`src/rtl/fifo_wr_packer.sv`:
```
// fifo_wr_packer: packs RATIO upstream beats of IN_DW bits into one OUT_DW
// word and writes it into the write side of an async FIFO.
// Lane k of a word is data_o[k*IN_DW +: IN_DW]; the first beat lands in lane 0.
// keep_o marks which lanes of data_o carry real beats (partial words via
// last_i or flush_i).
// Optional build macro FIFO_WR_PACKER_CNT_EN adds word_cnt_o, a saturating
// count of push_o cycles.
//
// Handshake: a beat transfers in any cycle where valid_i && ready_o.
// ready_o depends only on the output register and full_i, never on valid_i.
// A word leaves in any cycle where push_o is high; push_o is never high
// while full_i is high, and data_o/keep_o hold still until the word leaves.
module fifo_wr_packer #(
  parameter int IN_DW = 8,
  parameter int RATIO = 4
) (
  input  logic                   wr_clk_i,
  input  logic                   wr_rst_ni,
  input  logic                   valid_i,
  output logic                   ready_o,
  input  logic [IN_DW-1:0]       data_i,
  input  logic                   last_i,
  input  logic                   flush_i,
  output logic                   push_o,
  output logic [IN_DW*RATIO-1:0] data_o,
  output logic [RATIO-1:0]       keep_o,
  input  logic                   full_i
`ifdef FIFO_WR_PACKER_CNT_EN
  ,
  output logic [15:0]            word_cnt_o
`endif
);

  localparam int OUT_DW = IN_DW * RATIO;
  localparam int LW     = $clog2(RATIO);
  localparam logic [LW-1:0] LAST_LANE = LW'(RATIO - 1);

  logic [OUT_DW-1:0] r_acc_q;
  logic [LW-1:0]     r_cnt_q;
  logic [OUT_DW-1:0] r_out_q;
  logic [RATIO-1:0]  r_keep_q;
  logic              r_out_vld_q;

  logic              w_accept;
  logic              w_close;
  logic              w_flush;
  logic              w_load;
  logic [OUT_DW-1:0] w_merged;
  logic [RATIO-1:0]  w_keep_close;
  logic [RATIO-1:0]  w_keep_flush;

  // The output slot is free when empty or when its word leaves this cycle.
  assign push_o   = r_out_vld_q && !full_i;
  assign ready_o  = !r_out_vld_q || !full_i;
  assign data_o   = r_out_q;
  assign keep_o   = r_keep_q;

  assign w_accept = valid_i && ready_o;
  // A flush that coincides with an accepted beat closes the word on that beat.
  assign w_close  = w_accept && ((r_cnt_q == LAST_LANE) || last_i || flush_i);
  // A flush is acted on only when lanes are pending and the slot is free;
  // otherwise it is dropped, not remembered.
  assign w_flush  = flush_i && (r_cnt_q != '0) && !w_accept &&
                    (!r_out_vld_q || push_o);
  assign w_load   = w_close || w_flush;

  // Accumulator with the incoming beat merged into lane cnt, plus lane masks.
  always_comb begin
    w_merged     = r_acc_q;
    w_keep_close = '0;
    w_keep_flush = '0;
    for (int k = 0; k < RATIO; k++) begin
      if (k == int'(r_cnt_q)) begin
        w_merged[k*IN_DW +: IN_DW] = data_i;
      end
      w_keep_close[k] = (k <= int'(r_cnt_q));
      w_keep_flush[k] = (k < int'(r_cnt_q));
    end
  end

  // Accumulator and lane counter; both clear whenever a word is handed off,
  // so lanes above the counter are always zero.
  always_ff @(posedge wr_clk_i or negedge wr_rst_ni) begin
    if (!wr_rst_ni) begin
      r_acc_q <= '0;
      r_cnt_q <= '0;
    end else if (w_load) begin
      r_acc_q <= '0;
      r_cnt_q <= '0;
    end else if (w_accept) begin
      r_acc_q <= w_merged;
      r_cnt_q <= r_cnt_q + LW'(1);
    end
  end

  // Output register: loads a finished word, holds it while the FIFO is full,
  // and stays valid across a push when the next word loads the same cycle.
  always_ff @(posedge wr_clk_i or negedge wr_rst_ni) begin
    if (!wr_rst_ni) begin
      r_out_q     <= '0;
      r_keep_q    <= '0;
      r_out_vld_q <= 1'b0;
    end else if (w_load) begin
      r_out_q     <= w_close ? w_merged : r_acc_q;
      r_keep_q    <= w_close ? w_keep_close : w_keep_flush;
      r_out_vld_q <= 1'b1;
    end else if (push_o) begin
      r_out_vld_q <= 1'b0;
    end
  end

`ifdef FIFO_WR_PACKER_CNT_EN
  logic [15:0] r_word_cnt_q;

  // Saturating count of words written into the FIFO.
  always_ff @(posedge wr_clk_i or negedge wr_rst_ni) begin
    if (!wr_rst_ni) begin
      r_word_cnt_q <= '0;
    end else if (push_o && (r_word_cnt_q != 16'hFFFF)) begin
      r_word_cnt_q <= r_word_cnt_q + 16'd1;
    end
  end

  assign word_cnt_o = r_word_cnt_q;
`endif

endmodule

```
`config.mk`:
```
export PLATFORM = sky130hd
export DESIGN_NAME = fifo_wr_packer
export DESIGN_NICKNAME = d
export VERILOG_FILES = /design/src/rtl/fifo_wr_packer.sv
export SDC_FILE = /design/constraint.sdc
export NUM_CORES = 1
export LEC_CHECK = 0
export CELL_PAD_IN_SITES_DETAIL_PLACEMENT = 2
export CELL_PAD_IN_SITES_GLOBAL_PLACEMENT = 2
export CORE_ASPECT_RATIO = 1.5
export CORE_MARGIN = 2
export CORE_UTILIZATION = 38
export CTS_CLUSTER_SIZE = 28
export DETAILED_ROUTE_END_ITERATION = 8
export PLACE_DENSITY_LB_ADDON = 0.1
export SETUP_SLACK_MARGIN = 0.5
export SYNTH_ARGS = -nofsm -noshare
export SYNTH_HDL_FRONTEND = slang
export SYNTH_SLANG_ARGS = --single-unit
```
`constraint.sdc`:
```
create_clock -name wr_clk_i -period 4.44 [get_ports wr_clk_i]
set_input_delay 0.888 -clock wr_clk_i [delete_from_list [all_inputs] [get_ports wr_clk_i]]
set_output_delay 0.888 -clock wr_clk_i [all_outputs]
set_load 0.005 [all_outputs]
```
== Word level (Yosys, flattened, before mapping) ==
Index checks and enable logic that the tools add are counted.

* Input port bits: 14
* Flip-flop bits (word level): 71
* Bits in latches: 0
* Logic and storage cells: 46
* Bits in read-only memories: 0
* Bits in writable memories: 0
* Memories: 0
* Output and inout bits: 38

* $add $sub $neg: 1
* Multiplexer cells: 12
* Divide/modulo/power cells: 0
* Reduce and logical (&&, ||, !) cells: 18
* $lt $le $gt $ge: 6
* Multiply operators: 0
* Bitwise operators: 0
* Shift operators: 0
* Equality and inequality tests: 4

{| class="wikitable"
|+ Operator list
! cell !! count
|-
| $mux W32 || 3
|-
| $mux W8 || 4
|-
| $logic_and A1 B1 Y1 || 6
|-
| $reduce_bool A2 Y1 || 3
|-
| $logic_or A1 B1 Y1 || 5
|-
| $eq A2 B2 Y1 const A || 2
|-
| $le A2 B2 Y1 const A || 2
|-
| $lt A1 B2 Y1 const A || 2
|-
| $mux W2 || 2
|-
| $mux W4 || 1
|-
| $logic_not A1 Y1 || 3
|-
| $add A2 B1 Y2 const B || 1
|-
| $eq A1 B2 Y1 const A || 1
|-
| $eq A2 B2 Y1 const B || 1
|-
| $le A1 B2 Y1 const A || 1
|-
| $logic_not A2 Y1 || 1
|-
| $lt A2 B2 Y1 const A || 1
|-
| $mux W1 || 2
|}

== Logic depth before layout (Yosys ltp) ==
Gate-level depths: netlist of run 1.

* Word-level depth: 8
* Depth in mapped cells: 7
* Mapped depth without buffers: 5

== Least setup slack after synthesis of run 1 ==
OpenSTA, ideal clock, no wires.

* Kind: input -> output
* Start point: input port full_i
* End point: output port ready_o
* Stages on the path: 4
* Arrival: 1.429 ns
* Setup slack: 2.123 ns
* Buffers on the path: 2
* Data required time: 3.552 ns
* Cell sequence: buf_2 and2_1 buf_2 inv_2

* Cells in the longest elaborated chain, start to end: 2

{| class="wikitable"
|+ Ends and longest elaborated chain
! item !! RTL line !! text
|-
| start: declaration || 27 || <nowiki>input logic full_i</nowiki>
|-
| $logic_not A1 Y1 || 54 || <nowiki>assign ready_o = !r_out_vld_q || !full_i;</nowiki>
|-
| $logic_or A1 B1 Y1 || 54 ||
|-
| end: declaration || 20 || <nowiki>output logic ready_o,</nowiki>
|}

Every way passes these cells.

== Worst setup path after layout of run 1 ==
Same ends and word-level chain as after synthesis.

==> run_results.csv, run 1 <==
group,metric,value,unit
status,status,"finished, final reports clean",
floorplanning,io_pins,52,
clocking,post_cts_buffers,0,
place,dp.cells,444,
floorplanning,die_y,120.3,um
finish,post-route-util,49.03,%
setup_path,crit_fanout,15,
sta,timing.final.ws_setup,0.9069,ns
floorplanning,initial_core_util,39.05,%
sta,max_freq,283.0,MHz
clocking,hold_buffers,0,
clocking,clkLatencyLatePin,0.33,ns
drt,avgViaCountPerCell,6.037,
clocking,cts_tree,"built",
place,postPlaceCellArea,0.003971,mm^2
sta,drv_slew,0,
logic_synthesis,synth_nets,325,
finish,final_cell_count_no_fill,459,
sta,hold_violations,0,
logic_synthesis,ys_seq_area_share,51.84,%
finish,fin_nets,363,
job,cap_viol_max_count,0,
floorplanning,rows,42,
sta,setup_tns,0,ns
global_route,antenna_found_initial,0,
clocking,clk_path_buf_depth,2,
setup_path,startpoint_type,"primary input",
drt,drt-initial-drc-count,132,
setup_path,required,3.55,ns
global_route,grt_first_pass_wirelength,17540,um
logic_synthesis,synth.distinct_cells,49,
sta,period_needed,3.533,ns
drt,routedWlPerCell,23.61,um
logic_synthesis,syn_area,0.003427,mm^2
power,irDropWorstVdd,0.2676,mV
clocking,post_cts_resized,0,
setup_path,cp.arrival,2.65,ns
logic_synthesis,async_flop_share,100.0,%
place,gp_congestion,0.7710,
global_route,track_usage,24.28,%
setup_path,crit_type,"in2out",
logic_synthesis,synth_flop_cell,"dfrtp_1",
sta,fin_crit_sh,79.57,%
finish,design_area,0.004303,mm^2
drt,ant_nets,0,
finish,areaGrowthSynthToFinish,25.56,%
power,power_leakage,0.001769,uW
finish,layout-drive-gt1-share,10.60,%
clocking,cts_root_buf,"clkbuf_16",
drt,drc_errors,0,
setup_path,end_kind,"output port",
floorplanning,die-area,0.009810,mm^2
place,post-place-ws,0.9363,ns
logic_synthesis,synthCells,307,
global_route,grt_max_degree,37,
logic_synthesis,synth_seq_cells,71,
floorplanning,coreArea,0.008776,mm^2
sta,rsz0062_at_grt,"no",
clocking,clkTransAtPathRegs,0.05,ns
sta,relSlewSlack,24.25,%
clocking,htreeDepth,3,
global_route,grt_pass1_vias,3056,
logic_synthesis,synth_edf_count,0,
drt,dr.pass1.iters,4,
clocking,numCtsBuffers,9,
global_route,grt_overflow,0,
place,dp_hpwl,6668,um
finish,num_antenna_cells,0,
logic_synthesis,syn_avg_cell_area,11.16,um^2
drt,finalWirelength,10840,um
place,port_buffers,51,
clocking,clock-sinks,71,
logic_synthesis,synth_warnings,0,
power,p_per_area,440.7,mW/mm^2
floorplanning,die_w,81.54,um
hold_path,hold_class,"reg2reg",
drt,num_vias,2771,
sta,worst_slew_pin_slew,1.129,ns
sta,setup_violations,0,
sta,clock_skew,0.004612,ns
## cells in the final DEF, fill, tap and decap left out, drive strengths merged, types with 7 or more instances in the layout
master and count:
nand4 12, a221o 12, nand2 7, o221ai 12, nor2b 14, inv 27, o221a 9, and2 9
a21oi 11, o22ai 13, clkdlybuf4s50 50, o2bb2ai 12, dfrtp 71, clkbuf 12
## cell type report
type                    instances  area, um^2
repair buffers                 56       543.0
well taps                     110       137.6
flip-flops and latches         71        1777
multi-input cells             180        1413
inverters                      27       101.3
clock buffers                  12       266.5
clock inverters                 3       65.06
fillers                       889        4473
## flip-flops by register name, indices dropped and copies added (netlist names)
signal and flops:
r_cnt_q 2, keep_o 4, data_o 32, r_out_vld_q 1, r_acc_q 32
## critical path: stages
cell,delay [ns]
clkdlybuf4s50_1,0.59
and2_1,0.26
buf_4,0.19
inv_2,0.18
clkdlybuf4s50_1,0.53
## stage by stage
step	power [uW]	hold slack, ns
CTS	1922	0.4687
global route	1978	0.5047
detailed placement	1104	0.4513
finish	1896	0.4666
global placement	1091	0.4504
floorplan	917.5	0.4543
## Yosys cell counts, types with 3 or more instances
| library cell | n | area share [%] |
|---|---|---|
| buf_2 | 13 | 1.9 |
| clkbuf_1 | 10 | 1.1 |
| a221o_1 | 12 | 3.5 |
| and2_1 | 9 | 1.6 |
| and4_1 | 6 | 1.5 |
| o22a_1 | 6 | 1.5 |
| nor2b_1 | 14 | 2.6 |
| o221a_2 | 9 | 3.0 |
| dfrtp_1 | 71 | 52 |
| o221ai_1 | 12 | 3.1 |
| and3_1 | 6 | 1.1 |
| o21a_1 | 3 | 0.66 |
| nand4_1 | 12 | 2.2 |
| nand2_1 | 7 | 0.77 |
| a2bb2oi_1 | 6 | 1.5 |
| nand3b_1 | 3 | 0.66 |
| ha_1 | 4 | 1.5 |
| nand4b_1 | 6 | 1.5 |
| o21ai_0 | 3 | 0.44 |
| o22ai_1 | 12 | 2.2 |
| o2bb2ai_1 | 12 | 3.1 |
| inv_1 | 26 | 2.8 |
| a21oi_1 | 11 | 1.6 |
## worst paths after layout
kind / cells after the start / slack [ns] / endpoint / start
min reg2reg: 1 / 0.47 / keep_o[0] / keep_o[0]
min: 1 / 0.47 / keep_o[0] / keep_o[0]
max in group asynchronous: 2 / 2.75 / r_acc_q[16] / wr_rst_ni
max reg2reg: 5 / 1.74 / r_acc_q[0] / r_cnt_q[1]
min in group asynchronous: 1 / 0.67 / data_o[10] / wr_rst_ni
max: 5 / 0.91 / ready_o / full_i
## power by group
| part | leakage [uW] | internal, uW | switching, uW |
|---|---|---|---|
| registers | 0.000950 | 704 | 41.8 |
| clock network | 0.000165 | 534 | 272 |
| logic | 0.000655 | 171 | 174 |
| total | 0.00177 | 1410 | 488 |
## cell families after synthesis
family,count (synthesis),synth area share (%)
compound gates,105,25.74
fa+ha+maj,4,1.460
buf+inv,56,7.265
flops,71,51.84
mux,1,0.2921
simple gates,70,13.40
## layer usage
metal	up-vias	part of all wire [%]	GRT usage (%)
li1	1251	-	-
met1	1446	43	31.48
met2	64	52	40.01
met3	10	3.5	5.075
met4	0	1.7	7.733
met5	-	0	0
Power figures use the tool's default switching activity.
==> run 2: changes to the inputs <==
--- a/config.mk
+++ b/config.mk
@@ -9,7 +9,7 @@
 export CELL_PAD_IN_SITES_GLOBAL_PLACEMENT = 2
 export CORE_ASPECT_RATIO = 1.5
 export CORE_MARGIN = 2
-export CORE_UTILIZATION = 38
+export CORE_UTILIZATION = 35
 export CTS_CLUSTER_SIZE = 28
 export DETAILED_ROUTE_END_ITERATION = 8
 export PLACE_DENSITY_LB_ADDON = 0.1
==> constraint.sdc (replaced) <==
create_clock -name wr_clk_i -period 3.69 [get_ports wr_clk_i]
set_input_delay 0.738 -clock wr_clk_i [delete_from_list [all_inputs] [get_ports wr_clk_i]]
set_output_delay 0.738 -clock wr_clk_i [all_outputs]
set_load 0.005 [all_outputs]
==> run_results.csv, run 2 (same netlist as run 1, synthesis figures left out) <==
group,metric,value,unit
sta,clock_skew,0.008235,ns
drt,num_vias,2792,
global_route,track_usage,21.83,%
setup_path,startpoint_type,"primary input",
power,irDropWorstVdd,0.2448,mV
finish,fillers,1028,
setup_path,crit_type,"in2out",
job,cap_viol_max_count,0,
sta,hold_violations,0,
global_route,grt_pass1_vias,3069,
sta,whs,0.4722,ns
setup_path,rrSetupSlack,1.03,ns
floorplanning,initial_core_util,35.78,%
global_route,grt_overflow,0,
finish,areaGrowthSynthToFinish,25.63,%
sta,timing.final.ws_setup,0.6983,ns
drt,drc_errors,0,
power,design_power_total,2193,uW
sta,setup_violations,0,
clocking,clkTransAtPathRegs,0.06,ns
place,gp_congestion,0.7466,
place,post-place-ws,0.7161,ns
clocking,numCtsBuffers,9,
clocking,htreeDepth,3,
hold_path,hold_class,"reg2reg",
finish,design_area,0.004305,mm^2
sta,max_freq,334.3,MHz
floorplanning,coreArea,0.009579,mm^2
clocking,post_cts_buffers,0,
clocking,clk_path_buf_depth,2,
floorplanning,die-area,0.01062,mm^2
setup_path,crit_fanout,9,
finish,final_cell_mix,"dfrtp_1, clkdlybuf4s50_1, inv_1, nor2b_1",
drt,finalWirelength,10820,um
clocking,cts_tree,"built",
drt,ant_nets,0,
setup_path,required,2.95,ns
floorplanning,rows,44,
place,postPlaceCellArea,0.004013,mm^2
finish,multiInputGateArea,0.001405,mm^2
drt,dr.pass1.iters,4,
place,port_buffers,51,
drt,avgViaCountPerCell,5.953,
clocking,clock-sinks,71,
sta,period_needed,2.992,ns
finish,layout-drive-gt1-share,11.02,%
clocking,clkLatencyLatePin,0.34,ns
power,power_leakage,0.001764,uW
finish,layout_commonest_cell,"dfrtp_1",
drt,drt-initial-drc-count,95,
floorplanning,die_y,125.2,um
clocking,cts_root_buf,"clkbuf_16",
sta,rsz0062_at_grt,"no",
status,status,"finished, final reports clean",
place,dp_hpwl,7110,um
sta,worst_slew_pin_slew,0.9760,ns
sta,fin_crit_sh,81.08,%
sta,drv_slew,0,
drt,routedWlPerCell,23.06,um
finish,final-seq-area,0.001777,mm^2
clocking,hold_buffers,0,
setup_path,cp.arrival,2.25,ns
global_route,grt_first_pass_wirelength,17680,um
floorplanning,io_pins,52,
finish,num_antenna_cells,0,
setup_path,end_kind,"output port",
power,p_per_area,509.4,mW/mm^2
sta,setup_tns,0,ns
floorplanning,die_w,84.80,um
global_route,antenna_found_initial,0,
sta,relSlewSlack,34.93,%
finish,fin_nets,367,
clocking,post_cts_resized,0,
global_route,grt_max_degree,37,
-- run 2: critical path, stage by stage --
cell and delay [ns]:
clkdlybuf4s50_1 0.55, and2_1 0.25, inv_2 0.17, clkdlybuf4s50_1 0.53
-- run 2: final timing paths --
path                                to  depth (start not counted)  startpoint
max                            ready_o                          4      full_i
min                          keep_o[0]                          1   keep_o[0]
max in group asynchronous  r_acc_q[26]                          2   wr_rst_ni
min reg2reg                  keep_o[0]                          1   keep_o[0]
min in group asynchronous  r_acc_q[13]                          1   wr_rst_ni
max reg2reg                 data_o[23]                          6  r_cnt_q[1]
-- run 2: power breakdown --
part / switching [uW] / internal (uW)
registers: 48.8 / 847
clock network: 335 / 542
logic: 209 / 212
-- run 2: cell type report --
type	count	share of cell area, %
sequential	71	41.27
tap	115	3.342
timing repair buffer	60	13.60
clock buffer	13	5.812
inverter	27	2.354
clock inverter	3	0.9881
multi-input combinational	180	32.64
-- run 2: through the flow --
step                instances  util, %
floorplan                 307        -
global placement          453    41.89
detailed placement        453    41.89
CTS                       469    44.95
global route              469    44.95
finish                    469    44.95
-- run 2: metal layers --
metal	track usage, %	wire [um]	up-vias
met3	3.960	360	12
met2	37.10	5555	54
li1	-	-	1257
met4	7.096	205	0
met1	27.98	4695	1469
met5	0	0	-
